--- src/rtl/gw_prim_pkg.sv ---
// gw_prim_pkg: shared primitives for the gw_* clocking blocks.
//   phase_t     - 3-bit divider phase counter value
//   lockout_t   - 4-bit CALIB lockout counter value
//   DivModeList - divide ratios the clock divider supports
//   div_mode_legal() - elaboration-time membership test against DivModeList
package gw_prim_pkg;

  typedef logic [2:0] phase_t;
  typedef logic [3:0] lockout_t;

  localparam int unsigned NumDivModes = 4;
  localparam int unsigned DivModeList [NumDivModes] = '{2, 4, 5, 8};

  function automatic bit div_mode_legal(input int unsigned mode);
    bit ok;
    ok = 1'b0;
    for (int unsigned i = 0; i < NumDivModes; i++) begin
      if (DivModeList[i] == mode) ok = 1'b1;
    end
    return ok;
  endfunction

endpackage

--- src/rtl/gw_clkdiv_calib.sv ---
// gw_clkdiv_calib: CALIB rising-edge detector with lockout, producing a slip request.
// Only instantiated when GW_CLKDIV_CALIB_EN is defined.
//   clk_i   - clock, rising edge
//   rst_ni  - asynchronous active-low reset
//   calib_i - phase-slip request level
//   slip_o  - one-cycle pulse: hold the divider for this cycle
module gw_clkdiv_calib
  import gw_prim_pkg::*;
#(
  parameter int unsigned LOCKOUT = 4
) (
  input  logic clk_i,
  input  logic rst_ni,
  input  logic calib_i,
  output logic slip_o
);

  localparam lockout_t LkLoad = lockout_t'(LOCKOUT);

  logic     calib_q;
  logic     armed_q;
  lockout_t lk_q, lk_d;
  logic     calib_rise;

  assign calib_rise = calib_i & ~calib_q;
  // The first cycle out of reset is not armed: it only loads the lockout, so an
  // edge coincident with reset release is swallowed.
  assign slip_o     = calib_rise & armed_q & (lk_q == '0);

  always_comb begin
    lk_d = lk_q;
    if (!armed_q || slip_o) begin
      lk_d = LkLoad;
    end else if (lk_q != '0) begin
      lk_d = lk_q - 4'd1;
    end
  end

  always_ff @(posedge clk_i or negedge rst_ni) begin
    if (!rst_ni) begin
      calib_q <= 1'b0;
      armed_q <= 1'b0;
      lk_q    <= '0;
    end else begin
      calib_q <= calib_i;
      armed_q <= 1'b1;
      lk_q    <= lk_d;
    end
  end

endmodule

--- src/rtl/gw_clkdiv.sv ---
// gw_clkdiv: integer clock divider (ratio 2/4/5/8) with optional CALIB phase slip.
// Build option: define GW_CLKDIV_CALIB_EN to enable CALIB handling; otherwise CALIB
// is accepted but ignored and the divider never slips.
//   CLK    - sole clock, rising edge
//   RESETN - asynchronous active-low reset
//   CALIB  - phase-slip request (rising edge)
//   CLKOUT - divided clock, straight from a flop
//   RDY    - high from the second counter wrap after reset
//   PHASE  - current phase counter
module gw_clkdiv
  import gw_prim_pkg::*;
#(
  parameter int unsigned DIV_MODE = 2,
  parameter int unsigned LOCKOUT  = 4
) (
  input  logic       CLK,
  input  logic       RESETN,
  input  logic       CALIB,
  output logic       CLKOUT,
  output logic       RDY,
  output logic [2:0] PHASE
);

  if (!div_mode_legal(DIV_MODE)) begin : g_bad_div_mode
    $error("gw_clkdiv: DIV_MODE %0d is not one of 2, 4, 5, 8", DIV_MODE);
  end
  if (LOCKOUT < 1 || LOCKOUT > 15) begin : g_bad_lockout
    $error("gw_clkdiv: LOCKOUT %0d outside 1..15", LOCKOUT);
  end

  localparam phase_t CntMax  = phase_t'(DIV_MODE - 1);
  localparam phase_t CntHalf = phase_t'(DIV_MODE / 2);

  logic   slip;
  phase_t cnt_q, cnt_d;
  logic   clkout_q, clkout_d;
  logic   wrap_seen_q, wrap_seen_d;
  logic   rdy_q, rdy_d;
  logic   wrap;

`ifdef GW_CLKDIV_CALIB_EN
  gw_clkdiv_calib #(
    .LOCKOUT (LOCKOUT)
  ) u_calib (
    .clk_i   (CLK),
    .rst_ni  (RESETN),
    .calib_i (CALIB),
    .slip_o  (slip)
  );
`else
  logic unused_calib;
  assign unused_calib = CALIB;
  assign slip         = 1'b0;
`endif

  assign wrap = ~slip & (cnt_q == CntMax);

  always_comb begin
    cnt_d       = cnt_q;
    clkout_d    = clkout_q;
    wrap_seen_d = wrap_seen_q | wrap;
    rdy_d       = rdy_q | (wrap & wrap_seen_q);
    if (!slip) begin
      cnt_d    = wrap ? '0 : cnt_q + 3'd1;
      // Register the level for the phase we are entering, so CLKOUT is a clean flop.
      clkout_d = (cnt_d < CntHalf);
    end
  end

  always_ff @(posedge CLK or negedge RESETN) begin
    if (!RESETN) begin
      cnt_q       <= CntMax;
      clkout_q    <= 1'b0;
      wrap_seen_q <= 1'b0;
      rdy_q       <= 1'b0;
    end else begin
      cnt_q       <= cnt_d;
      clkout_q    <= clkout_d;
      wrap_seen_q <= wrap_seen_d;
      rdy_q       <= rdy_d;
    end
  end

  assign CLKOUT = clkout_q;
  assign RDY    = rdy_q;
  assign PHASE  = cnt_q;

endmodule

--- config.mk ---
export PLATFORM = sky130hd
export DESIGN_NAME = gw_clkdiv
export DESIGN_NICKNAME = d
export VERILOG_FILES = /design/src/rtl/gw_prim_pkg.sv /design/src/rtl/gw_clkdiv_calib.sv /design/src/rtl/gw_clkdiv.sv
export SDC_FILE = /design/constraint.sdc
export NUM_CORES = 1
export LEC_CHECK = 0
export CAP_MARGIN = 0
export CORE_AREA = 4 4 41 43
export CTS_BUF_LIST = sky130_fd_sc_hd__clkbuf_16
export CTS_CLUSTER_DIAMETER = 80
export CTS_CLUSTER_SIZE = 10
export DETAILED_ROUTE_END_ITERATION = 7
export DIE_AREA = 0 0 45 47
export GPL_TIMING_DRIVEN = 1
export PLACE_DENSITY = 0.46
export SKIP_CTS_REPAIR_TIMING = 1
export SYNTH_ARGS = -nofsm -noshare
export SYNTH_HDL_FRONTEND = slang
export SYNTH_SLANG_ARGS = --single-unit
--- constraint.sdc ---
create_clock -name CLK -period 0.8 [get_ports CLK]
set_input_delay 0.24 -clock CLK [delete_from_list [all_inputs] [get_ports CLK]]
set_output_delay 0.24 -clock CLK [all_outputs]
set_load 0.1 [all_outputs]
# --- Word level (Yosys, flattened, before mapping) ---
# Index checks and enable logic that the tools add are counted.
op_classes:
  n_bitwise: 3
  eq_ne: 1
  n_mux: 1
  magnitude_cmp: 1
  n_addsub: 1
op_table:
  columns: ["cell", "count"]
  rows:
  - ["3-bit by 1-bit adder with 3-bit output, second input constant", 1]
  - ["3-bit by 1-bit equality test with 1-bit output, second input constant", 1]
  - ["3-bit by 1-bit less-than comparator with 1-bit output, second input constant", 1]
  - ["3-bit two-way mux", 1]
  - ["1-bit OR", 2]
  - ["1-bit bitwise AND", 1]
totals:
  ff_bits: 6
  word_cells: 11
  output_inout_bits: 5
  in_bits: 3

# --- Depth between registers and ports, before layout ---
logic_depth:
  word_depth: 3
  depth_mapped: 2
  depth_no_buf: 2

# --- Least setup slack after synthesis ---
# No wires, ideal clock.
synth_path:
  kind: "register to register"
  start: "reg cnt_q[1] (netlist: PHASE[1])"
  end: "reg cnt_q[2] (netlist: PHASE[2])"
  setup_slack_ns: -0.622
  n_path_buf: 0
  t_arrival_ns: 1.262
  setup_time_ns: 0.161
  required_ns: 0.639
  period_less_slack_ns: 1.422
  stages_incl_launch_ff: 3
  cell_sequence: "dfrtp_1 > nand2_1 > xnor2_1"
synth_between:
  elab_chain_len: 2
  elab_cells_between_ends: 3
  classes_between: "add/sub: 1; eq/ne: 1; mux: 1"
synth_lines:
  columns: ["item", "line_no", "text"]
  rows:
  - ["start: declaration", "gw_clkdiv.sv:35", "phase_t cnt_q, cnt_d;"]
  - ["start signal: assignment", "gw_clkdiv.sv:72", "cnt_q <= CntMax;"]
  - ["start signal: assignment", "gw_clkdiv.sv:77", "cnt_q <= cnt_d;"]
  - ["3-bit by 1-bit adder with 3-bit output / 3-bit by 1-bit equality test with 1-bit output (equally long branches)", "gw_clkdiv.sv:64, gw_clkdiv.sv:56", null]
  - ["3-bit two-way mux (*)", "gw_clkdiv.sv:64", "cnt_d = wrap ? '0 : cnt_q + 3'd1;"]
  - ["named net cnt_d[2]", "gw_clkdiv.sv:35", null]
# Mark *: on every way through the listed nets, which the timed path passes. The rest lies on a longest branch.

# --- Worst setup path after layout ---
layout_path:
  start: "reg cnt_q[0] (netlist: PHASE[0])"
  end: "out PHASE[0]"
layout_lines:
  columns: ["item", "line_no", "text"]
  rows:
  - ["end: declaration", "gw_clkdiv.sv:21", "output logic [2:0] PHASE"]
# No word-level cell between the ends.

==> metrics <==
Final Cell Area=490 um2; delay-heaviest family, CP=flip-flops; critical path fanouts, max=2; WS Path Type=reg -> out; DRC=0; Final min period=1260 ps; PD cells=2330 nW/um2; slew margin rel.=0.811; CP max stage cell=dfstp_4; row count=13; CP Launch Type=flop; Slew Viols, Final=0; status=finished with violations; post-synthesis instance total=17; Hold Vio Cnt, Final=0; Tightest Hold Check Type=in -> async; fillers=136; Clock Latency Late Sink=230 ps; DRT Wirelength=514 um; Bufs and invs on worst path=1; Post-Place Worst Slack=-244 ps; clk slew on worst S/H paths=30 ps; post-route ant nets=0; mean post-synth cell area=12.9 um2; Ports=8; CTS tree=built; vias in the first global route=176; Initial DRT Pass Iterations=2; Syn Nets=20; CTS Buffer Depth=2; H-tree depth=1; sequential-to-total area share from yosys stat=0.691; GRT Overall Usage=0.0684; min setup slack post-route=-456 ps; Synth warnings=0; P_leak=0.210 nW; Synth cell types=12; via count=182; Synth Cell Area=219 um2; DP HPWL=342 um; data required time of the worst path=560 ps; Port-buffer cells=6; Die Width=45 um; CTS sink cnt=6; Critical Path AT=1020 ps; Initial Util=0.168; Peak Freq=0.796 GHz; Clock Skew=0.480 ps; Vias/cell=3.96; max cap viols=0; Setup TNS=-3140 ps; first-pass GRT wire length=834 um; drt wl/cell=11.2 um; core area=1300 um2; RSZ-0062 raised after global routing=yes; flops & latches, synth=6; Post-DP Area=389 um2; crit end category=primary output; nets=35; largest net degree at the start of global routing=7; RePlAce Congestion=0.711; Post-Route Utilization=0.377; die height=47 um; final global-route overflow total=0; worst path cell trace=buf_12; Layout area overhead=124%; die area=2120 um2; root buf cell=clkbuf_16; Tightest Pin Transition=283 ps; failing checks=negative setup slack; Tcrit/Tclk final=1.57; CTS buffer count=3; antenna cells=0; peak supply drop=0.000976 V; share of post-route cells with drive strength above 1=0.613; Final Setup Violations=11; initial antenna violation count=0; slowest cell delay on critical path=620 ps; DR iter-0 viols=2
[registers in the layout, summed over array words and instances (netlist names)]
register	cells
PHASE	3
CLKOUT	1
RDY	1
wrap_seen_q	1
[logic make-up after synthesis]
logic type,Yosys count,synth area share
compound gates,3,0.109
flops,6,0.691
xor+xnor,2,0.0800
buf+inv,3,0.0514
simple gates,3,0.0686
[worst paths after layout]
path	slack [ps]	startpoint	to	cells past startpoint
max	-460	PHASE[0]	PHASE[0]	1
min	260	RESETN	RDY	1
max reg2reg	-310	PHASE[0]	PHASE[2]	4
min reg2reg	480	wrap_seen_q	wrap_seen_q	1
max in group asynchronous	270	RESETN	PHASE[0]	1
min in group CLK	480	wrap_seen_q	wrap_seen_q	1
[cells in the final DEF (no fill, tap or decap)]
master / n
a31o_1: 1
a41o_1: 1
buf_12: 6
buf_4: 3
clkbuf_16: 3
clkdlybuf4s50_1: 1
dfrtp_1: 1
dfrtp_4: 4
dfstp_4: 1
inv_1: 3
inv_2: 1
nand2_2: 1
nand3b_1: 1
nor2_1: 1
o21ai_1: 1
xnor2_1: 1
xor2_1: 1
[metrics by stage]
step,hold WS (ps),power [mW],cells
global route,288,1.18,46
floorplan,-55.6,0.309,17
CTS,265,1.16,43
detailed placement,477,0.320,39
finish,259,1.14,46
global placement,451,0.319,39
[final cells by class]
| type | count | area [um2] | area share |
|---|---|---|---|
| clock buffers | 3 | 75.1 | 0.153 |
| clock inverters | 1 | 3.75 | 0.00765 |
| inverters | 3 | 11.3 | 0.0230 |
| multi-input cells | 8 | 58.8 | 0.120 |
| flip-flops and latches | 6 | 170 | 0.347 |
| well taps | 15 | 18.8 | 0.0383 |
| repair buffers | 10 | 153 | 0.311 |
[cell usage after synthesis (all sizes together)]
library cell	number	area, um2
xnor2	1	8.76
a41o	1	10.0
inv	3	11.3
dfrtp	5	125
a31o	1	8.76
o21ai	1	5.00
nor2	1	3.75
nand2	1	3.75
xor2	1	8.76
dfstp	1	26.3
nand3b	1	7.51
[power breakdown]
group | internal [mW] | leakage [nW] | switching (mW)
combinational | 0.00434 | 0.104 | 0.00581
sequential | 0.305 | 0.0642 | 0
clock | 0.649 | 0.0423 | 0.178
total | 0.958 | 0.210 | 0.184
[metal layers]
metal	routed length (um)	share of wire	GRT usage
met5	0	0	0
met2	220	0.43	0.0763
met1	193	0.38	0.0626
met3	67	0.13	0.0536
met4	33	0.064	0.105
Power figures use the tool's default switching activity.
